`src/rtl/serial_to_parallel_pkg.sv`:
```
`default_nettype none
// ============================================================================
// Module      : serial_to_parallel_pkg
// Description : Shared framing constants, FSM state encoding and parity helper
//               for the serial-to-parallel receiver.
// Revision    : 1.0  initial release
// ============================================================================
package serial_to_parallel_pkg;

  // Frame layout: start + data + parity + stop
  localparam int   FRAME_LEN   = 11;
  localparam int   DATA_BITS   = 8;

  // Parity mode: even parity, so data bits XOR parity bit must equal this value
  localparam logic PARITY_MODE = 1'b0;

  // Receiver framing FSM encoding
  typedef enum logic [1:0] {
    ST_IDLE   = 2'd0,
    ST_DATA   = 2'd1,
    ST_PARITY = 2'd2,
    ST_STOP   = 2'd3
  } state_t;

  // True when the received data byte and parity bit satisfy the parity mode
  function automatic logic parity_ok(input logic [DATA_BITS-1:0] data,
                                     input logic                 par);
    return ((^data) ^ par) == PARITY_MODE;
  endfunction

endpackage
`default_nettype wire

```
`src/rtl/serial_to_parallel_rx_fifo.sv`:
```
`default_nettype none
// ============================================================================
// Module      : rx_fifo
// Description : Small synchronous FIFO holding received bytes. The head word is
//               shown on dout (0 while empty). A pop and a push in the same
//               cycle both complete, even when the FIFO is full.
// Revision    : 1.0  initial release
// ============================================================================
module rx_fifo #(
  parameter int N     = 5,
  parameter int WIDTH = 8
) (
  input  logic             clk_i,
  input  logic             rst_i,
  input  logic             push,
  input  logic             pop,
  input  logic [WIDTH-1:0] din,
  output logic [WIDTH-1:0] dout,
  output logic             empty,
  output logic             full,
  output logic [2:0]       level
);

  logic [WIDTH-1:0] r_mem [N];
  logic [2:0]       r_wr_ptr;
  logic [2:0]       r_rd_ptr;
  logic [2:0]       r_level;
  logic             w_pop;
  logic             w_push;

  // Pointer advance with wrap at the configured depth
  function automatic logic [2:0] next_ptr(input logic [2:0] p);
    return (p == 3'(N - 1)) ? 3'd0 : p + 3'd1;
  endfunction

  // A pop of an empty FIFO is a no-op; a pop frees the slot a full-FIFO push needs
  assign w_pop  = pop && !empty;
  assign w_push = push && (!full || w_pop);

  assign empty  = (r_level == 3'd0);
  assign full   = (r_level == 3'(N));
  assign level  = r_level;
  assign dout   = empty ? '0 : r_mem[r_rd_ptr];

  // Storage array, written on an accepted push (contents need no reset)
  always_ff @(posedge clk_i) begin
    if (w_push) begin
      r_mem[r_wr_ptr] <= din;
    end
  end

  // Pointer and occupancy bookkeeping
  always_ff @(posedge clk_i) begin
    if (rst_i) begin
      r_wr_ptr <= 3'd0;
      r_rd_ptr <= 3'd0;
      r_level  <= 3'd0;
    end else begin
      if (w_push) r_wr_ptr <= next_ptr(r_wr_ptr);
      if (w_pop)  r_rd_ptr <= next_ptr(r_rd_ptr);
      case ({w_push, w_pop})
        2'b10:   r_level <= r_level + 3'd1;
        2'b01:   r_level <= r_level - 3'd1;
        default: r_level <= r_level;
      endcase
    end
  end

endmodule
`default_nettype wire

```
`src/rtl/serial_to_parallel.sv`:
```
`default_nettype none
// ============================================================================
// Module      : serial_to_parallel
// Description : Receives 11-bit serial frames (start, 8 data LSB first, even
//               parity, stop) sampled on en_i cycles, checks them and stores
//               good bytes in a receive FIFO of depth N.
// Revision    : 1.0  initial release
// ============================================================================
module serial_to_parallel
  import serial_to_parallel_pkg::*;
#(
  parameter int N = 5
) (
  input  logic       clk_i,
  input  logic       rst_i,
  input  logic       en_i,
  input  logic       data_i,
  input  logic       rd_i,
  output logic [7:0] data_o,
  output logic       valid_o,
  output logic [2:0] level_o,
  output logic       parity_err_o,
  output logic       frame_err_o,
  output logic       overflow_o
);

  state_t               r_state;
  logic [2:0]           r_bit_cnt;
  logic [DATA_BITS-1:0] r_shift;
  logic                 r_parity;
  logic                 r_parity_err;
  logic                 r_frame_err;
  logic                 r_overflow;

  logic                 w_par_ok;
  logic                 w_push;
  logic                 w_empty;
  logic                 w_full;

  // Push happens on the stop-bit edge itself so the byte is visible one cycle later
  assign w_par_ok = parity_ok(r_shift, r_parity);
  assign w_push   = (r_state == ST_STOP) && en_i && data_i && w_par_ok;

  // Framing FSM with one-cycle registered error/overflow pulses
  always_ff @(posedge clk_i) begin
    if (rst_i) begin
      r_state      <= ST_IDLE;
      r_bit_cnt    <= 3'd0;
      r_shift      <= '0;
      r_parity     <= 1'b0;
      r_parity_err <= 1'b0;
      r_frame_err  <= 1'b0;
      r_overflow   <= 1'b0;
    end else begin
      r_parity_err <= 1'b0;
      r_frame_err  <= 1'b0;
      r_overflow   <= 1'b0;
      case (r_state)
        ST_IDLE: begin
          if (en_i && !data_i) begin
            r_state   <= ST_DATA;
            r_bit_cnt <= 3'd0;
          end
        end
        ST_DATA: begin
          if (!en_i) begin
            r_state     <= ST_IDLE;
            r_frame_err <= 1'b1;
          end else begin
            r_shift   <= {data_i, r_shift[DATA_BITS-1:1]};
            r_bit_cnt <= r_bit_cnt + 3'd1;
            if (r_bit_cnt == 3'(DATA_BITS - 1)) r_state <= ST_PARITY;
          end
        end
        ST_PARITY: begin
          if (!en_i) begin
            r_state     <= ST_IDLE;
            r_frame_err <= 1'b1;
          end else begin
            r_parity <= data_i;
            r_state  <= ST_STOP;
          end
        end
        ST_STOP: begin
          r_state <= ST_IDLE;
          if (!en_i) begin
            r_frame_err <= 1'b1;
          end else begin
            r_frame_err  <= !data_i;
            r_parity_err <= !w_par_ok;
            // A full FIFO with no simultaneous pop drops the good byte
            r_overflow   <= w_push && w_full && !rd_i;
          end
        end
        default: r_state <= ST_IDLE;
      endcase
    end
  end

  rx_fifo #(
    .N     (N),
    .WIDTH (DATA_BITS)
  ) u_rx_fifo (
    .clk_i (clk_i),
    .rst_i (rst_i),
    .push  (w_push),
    .pop   (rd_i),
    .din   (r_shift),
    .dout  (data_o),
    .empty (w_empty),
    .full  (w_full),
    .level (level_o)
  );

  assign valid_o      = !w_empty;
  assign parity_err_o = r_parity_err;
  assign frame_err_o  = r_frame_err;
  assign overflow_o   = r_overflow;

endmodule
`default_nettype wire

```
`config.mk`:
```
export PLATFORM = sky130hd
export DESIGN_NAME = serial_to_parallel
export DESIGN_NICKNAME = d
export VERILOG_FILES = /design/src/rtl/serial_to_parallel_pkg.sv /design/src/rtl/serial_to_parallel_rx_fifo.sv /design/src/rtl/serial_to_parallel.sv
export SDC_FILE = /design/constraint.sdc
export NUM_CORES = 1
export LEC_CHECK = 0
export CORE_UTILIZATION = 45
export DETAILED_ROUTE_END_ITERATION = 7
export GPL_ROUTABILITY_DRIVEN = 0
export PLACE_DENSITY = 0.72
export SLEW_MARGIN = 20
export SYNTH_ARGS = -nofsm -noshare
export SYNTH_HDL_FRONTEND = slang
export SYNTH_HIERARCHICAL = 1
export SYNTH_SLANG_ARGS = --single-unit
```
`constraint.sdc`:
```
create_clock -name clk_i -period 8.65 [get_ports clk_i]
set_clock_uncertainty 0.15 [all_clocks]
set_input_delay 1.73 -clock clk_i [delete_from_list [all_inputs] [get_ports clk_i]]
set_output_delay 1.73 -clock clk_i [all_outputs]
set_load 0.02 [all_outputs]
```
**Word level (Yosys, flattened, before mapping)**

Memories as Yosys holds them, arrays and structs flattened. A register that Yosys moved wholly into a read port is not among the register bits.
Index checks and enable logic that the tools add are counted.

- Bits in registers: 26
- RAM bits: 40
- Input bits: 5
- Output and inout port bits: 15
- Logic and storage cells: 75
- Memories kept: 1

- Add/sub/neg operators: 5
- Equal/unequal tests: 12
- Muxes and demuxes: 19
- Bitwise gates (word level): 4
- Reduce and logical (&&, ||, !) cells: 24

Memory list:

| name | depth | bits a word | rd ports | clocked after memory_dff | write ports | line | text |
|---|---|---|---|---|---|---|---|
| u_rx_fifo.r_mem | 5 | 8 | 1 | 1 | 1 | serial_to_parallel_rx_fifo.sv:24 | `logic [WIDTH-1:0] r_mem [N];` |

Operator list:

| operator | number |
|---|---|
| 2-to-1 mux 3 bit | 6 |
| adder 3 x 1 -> 3 bit, second input constant | 4 |
| equality test 3 bit, second input constant | 4 |
| one-hot mux 3 bit (2 select lines) | 2 |
| logical AND 1 bit | 8 |
| 2-to-1 mux 2 bit | 4 |
| 2-to-1 mux 8 bit | 1 |
| one-hot mux 2 bit (4 select lines) | 1 |
| XOR reduction 8 bit | 1 |
| equality test 2 bit, second input constant | 3 |
| AND reduction 2 bit | 3 |
| equality test 2 x 1 -> 1 bit, second input constant | 2 |
| logical NOT 1 bit | 4 |
| 2-to-1 mux 1 bit | 4 |
| inequality test 2 bit, second input constant | 2 |
| nonzero test 2 bit | 2 |
| logical NOT 3 bit | 1 |
| inequality test 3 bit, second input constant | 1 |
| NOT 1 bit | 3 |
| AND reduction 3 bit | 1 |
| OR reduction 3 bit | 1 |
| subtractor 3 x 1 -> 3 bit, second input constant | 1 |
| logical NOT 2 bit | 1 |
| one-hot mux 1 bit (2 select lines) | 1 |
| 3 further kinds | 3 |

**Logic depth before layout (Yosys ltp)**

- Depth after elaboration: 7
- Mapped depth: 13

**Modules after synthesis**

The synthesis kept the hierarchy.

Modules (own cells, without submodules):

| module | times used | cells each | area an instance (µm²) |
|---|---|---|---|
| rx_fifo | 1 | 135 | 2122.0 |
| serial_to_parallel | 1 | 100 | 852.1 |

**Least setup slack after synthesis**

OpenSTA, ideal clock, no wires.

- Kind: in2reg
- Start: input port en_i
- End: memory u_rx_fifo.r_mem[0][0] (enable)
- Data arrival time: 3.263 ns
- Required time: 8.105 ns
- Slack: 4.842 ns
- Cell stages on the path: 7
- Path buffers: 1
- Path through: buf_2 > nand3_1 > nor2_1 > inv_1 > nor2_1 > inv_1 > nor4_1

- Longest elaborated chain between the ends: 6

RTL lines:

| item | line | text |
|---|---|---|
| start: declaration | serial_to_parallel.sv:16 | `input logic en_i,` |
| logical AND 1 bit (3 in series) | serial_to_parallel.sv:42 | `assign w_push = (r_state == ST_STOP) && en_i && data_i && w_par_ok;` |
| net w_push | serial_to_parallel.sv:36 | `logic w_push;` |
| logical AND 1 bit | serial_to_parallel_rx_fifo.sv:38 | `assign w_push = push && (!full \|\| w_pop);` |
| 2-to-1 mux 1 bit | serial_to_parallel_rx_fifo.sv:47 | `if (w_push) begin` |
| 2-to-1 mux 1 bit (implied by the code) | serial_to_parallel_rx_fifo.sv:48 | `r_mem[r_wr_ptr] <= din;` |
| end: declaration | serial_to_parallel_rx_fifo.sv:24 |  |

The timed path passes the listed nets, and every way through them passes these cells.

==> flow_summary.toml <==
[run_status]
outcome = "complete, no violations"

[timing]
finalSetupViolations = 0
grt_setup_unrepaired = "false"
maxSlewViolCount = 0
period_utilization_post_route = 0.495
finalHoldViolCount = 0
maxClockFrequency_mhz = 234
timing_worst_slew_pin_value_ns = 0.977
period_needed_ns = 4.28
total_negative_slack_for_setup_checks_ns = 0
timing.max_slew.rel_slack = 0.346

[clocking]
htreeDepth = 3
cts.path.max_buffers = 2
resized_cells_post_cts = 0
clkTransAtPathRegs_ns = 0.08
cts_tree = "done"
postCtsHoldBufs = 0
clkSinkCount = 69
cts_root_buf = "sky130_fd_sc_hd__clkbuf_8"
worst_skew_pair_later_pin_latency_ns = 0.34
numCtsBuffers = 9
cts_setup_buffers = 0

[yosys]
synthArstFlopShare = 0
synthesis.nets = 253
yosysSeqAreaShare = 0.599
yosys.area.top_type = "sky130_fd_sc_hd__edfxtp_1"
synth.distinct_cells = 39
synthesized_flop_and_latch_total = 69
netlist_instances = 235
synth_ff_type = "sky130_fd_sc_hd__edfxtp_1"
netlist_area_mm2 = 0.00297
netlist.area_leader.share = 0.404
yosysWarnings = 6
edff_count_synth = 40
avgSynthCellArea_um2 = 12.7
ys_top_cells_by_area = "sky130_fd_sc_hd__edfxtp_1 (40%), sky130_fd_sc_hd__dfxtp_1 (20%), sky130_fd_sc_hd__mux4_2 (6.1%), sky130_fd_sc_hd__ha_1 (5.0%), sky130_fd_sc_hd__a21oi_1 (3.4%)"

[layout]
fillers = 529
antennaDiodeCount = 0
final_nets = 278
layout_common_cells = "sky130_fd_sc_hd__edfxtp_1 (40), sky130_fd_sc_hd__dfxtp_1 (29), sky130_fd_sc_hd__a21oi_1 (20), sky130_fd_sc_hd__nor2_1 (19), sky130_fd_sc_hd__clkdlybuf4s50_1 (19)"
final_layout_size_suffix_gt1_frac = 0.132
post-route-cell-area_mm2 = 0.00345
layout.cells.most_common = "sky130_fd_sc_hd__edfxtp_1"
area.growth.synth_to_final_pct = 15.9

[power_and_ir_drop]
ir_drop_uv = 105
power.net_switching_uw = 140
internal_power_uw = 478
p_per_area_mw_per_mm2 = 179
power.share.clock = 0.396
sequentialPowerShare = 0.563
power.switching_fraction = 0.227
cellLeakagePower_nw = 1.21
p_comb_frac = 0.041

[worst_setup_path]
critical_path.max_fanout = 8
worst_setup_path_endpoint = "data_o[5]"
ff2ff_setup_slack_ns = 5.35
max_stage_delay_ns = 0.69
worst-path-buf-inv = 1
worst-setup-path-type = "flop to output pin"
rr_startpoint = "r_shift[2]"
worst_setup_path_start_kind = "flop"
crit_arrival_ns = 2.40
worst_r2r_endpoint = "u_rx_fifo/level[2]"
cp_depth = 4
timing.critical_path.cells = "mux4_2, mux2i_1, nor2_1, clkdlybuf4s50_1"
critPathTopFamily = "multiplexers"
reg2regPathDepth = 13
timing.critical_path.slowest_stage_cell = "sky130_fd_sc_hd__dfxtp_1"
critical_path.endpoint_type = "output pin"
worst_ep_required_time_ns = 6.77

[detailed_routing]
drt_drc_violations_left = 0
avgRoutedWirePerCell_um = 14.9
route.antenna.remaining_nets = 0
drt-vias-per-instance = 5.34
first_iter_violations = 75
vias = 1827
drt-pass1-iter-count = 5
totalWireLength_um = 5100

[global_routing]
gr-total-overflow = 0
number_of_global_route_vias_before_repair = 1797
grt_pass1_wl_um = 8560
grt_use_total = 0.163
antenna_found_initial = 0
maximum_number_of_pins_on_one_net_before_global_route_repair = 29

[die]
design.portCount = 20
floorplan.initialDensity = 0.468
die_x_um = 83.3
die_area_mm2 = 0.00694
core_box_area_mm2 = 0.00635
chipHeight_um = 83.3
core.rowCount = 29

[flow_run]
maxCapViolCount = 0

[placed_design]
place.port_buffers = 19
detailedPlacementHpwl_um = 3380
detailed_place.area_mm2 = 0.00325

[hold_path]
min_path_type = "flop to flop"
worst register-to-register path, stage by stage (launching register included):
cell	delay, ns
sky130_fd_sc_hd__dfxtp_1	0.52
sky130_fd_sc_hd__xnor2_1	0.17
sky130_fd_sc_hd__xnor3_1	0.43
sky130_fd_sc_hd__xnor2_1	0.29
sky130_fd_sc_hd__nor2_1	0.10
sky130_fd_sc_hd__inv_1	0.11
sky130_fd_sc_hd__nor2_1	0.07
sky130_fd_sc_hd__inv_1	0.15
sky130_fd_sc_hd__ha_1	0.21
sky130_fd_sc_hd__inv_1	0.06
sky130_fd_sc_hd__fa_1	0.38
sky130_fd_sc_hd__xor2_1	0.16
sky130_fd_sc_hd__or3_1	0.30
sky130_fd_sc_hd__a21oi_1	0.13
metrics by stage:
stage	total power, mW	utilization	worst slack (ns)	hold slack, ns	std cells
2_1_floorplan	0.374	-	4.84	0.286	235
3_3_place_gp	0.380	0.513	4.14	0.295	326
3_5_place_dp	0.381	0.513	4.05	0.305	326
4_1_cts	0.624	0.543	4.32	0.313	342
5_1_grt	0.639	0.543	4.17	0.344	342
6_report	0.618	0.543	4.37	0.311	342
power by group through the flow:
stage,Sequential (mW),Combinational (mW),Clock (mW)
floorplan,0.355,0.0189,0
global placement,0.355,0.0247,0
detailed placement,0.355,0.0254,0
CTS,0.348,0.0255,0.251
global route,0.348,0.0291,0.262
finish,0.348,0.0255,0.244
kinds of logic after synthesis:
kind of cell,Yosys count,synth area share
AOI/OAI and AO/OA,36,0.0711
muxes,17,0.0909
xor gates and xnor gates,9,0.0337
buffers and inverters,24,0.0311
and+or+nand+nor,67,0.117
adders and majority gates,13,0.0572
DFF,69,0.599
per-layer routing:
layer | global-route usage | up-vias | part of all wire
li1 | - | 904 | -
met1 | 0.199 | 887 | 0.43
met2 | 0.272 | 27 | 0.52
met3 | 0.0328 | 9 | 0.029
met4 | 0.0846 | 0 | 0.022
met5 | 0 | - | 0
registers in the layout, indices dropped and copies added (netlist names), 2 cells and up, named ones only:
register	cells
r_shift	8
u_rx_fifo/r_wr_ptr	3
u_rx_fifo/r_rd_ptr	3
r_bit_cnt	3
r_state	2
u_rx_fifo/r_mem	40
u_rx_fifo/level	3
worst min-delay path by stage:
stage / cells after the start / startpoint / slack [ns] / to
2_1_floorplan: 2 / r_bit_cnt[1] / 0.29 / r_bit_cnt[1]
6_report: 2 / r_bit_cnt[2] / 0.31 / r_bit_cnt[2]
3_5_place_dp: 2 / r_bit_cnt[2] / 0.31 / r_bit_cnt[2]
3_3_place_gp: 2 / r_bit_cnt[2] / 0.29 / r_bit_cnt[2]
4_1_cts: 2 / r_bit_cnt[2] / 0.31 / r_bit_cnt[2]
5_1_grt: 2 / r_bit_cnt[2] / 0.34 / r_bit_cnt[2]
cells in the mapped netlist, drive strengths merged (2+ instances only):
cell and count:
a211o 2, clkbuf 5, mux2i 9, nor3 3, nand3 10, or3 2, ha 12, a21oi 20
buf 4, nor4 4, xnor2 5, nand2 16, o2111ai 3, nand2b 3, inv 15, edfxtp 40
o21ai 7, o31ai 2, dfxtp 29, mux4 8, or3b 2, xor2 3, nor2b 2, nor2 19
area by class of cell:
cell class              count  area [um2]  share of cell area
repair buffers             23         220              0.0639
inverters                  15        56.3              0.0163
clock inverters             6        43.8              0.0127
multi-input cells         142        1100               0.319
clock buffers              10         149              0.0432
flip-flops and latches     69        1780               0.517
well taps                  77        96.3              0.0279
No activity file was read; power rests on OpenSTA's default activity.
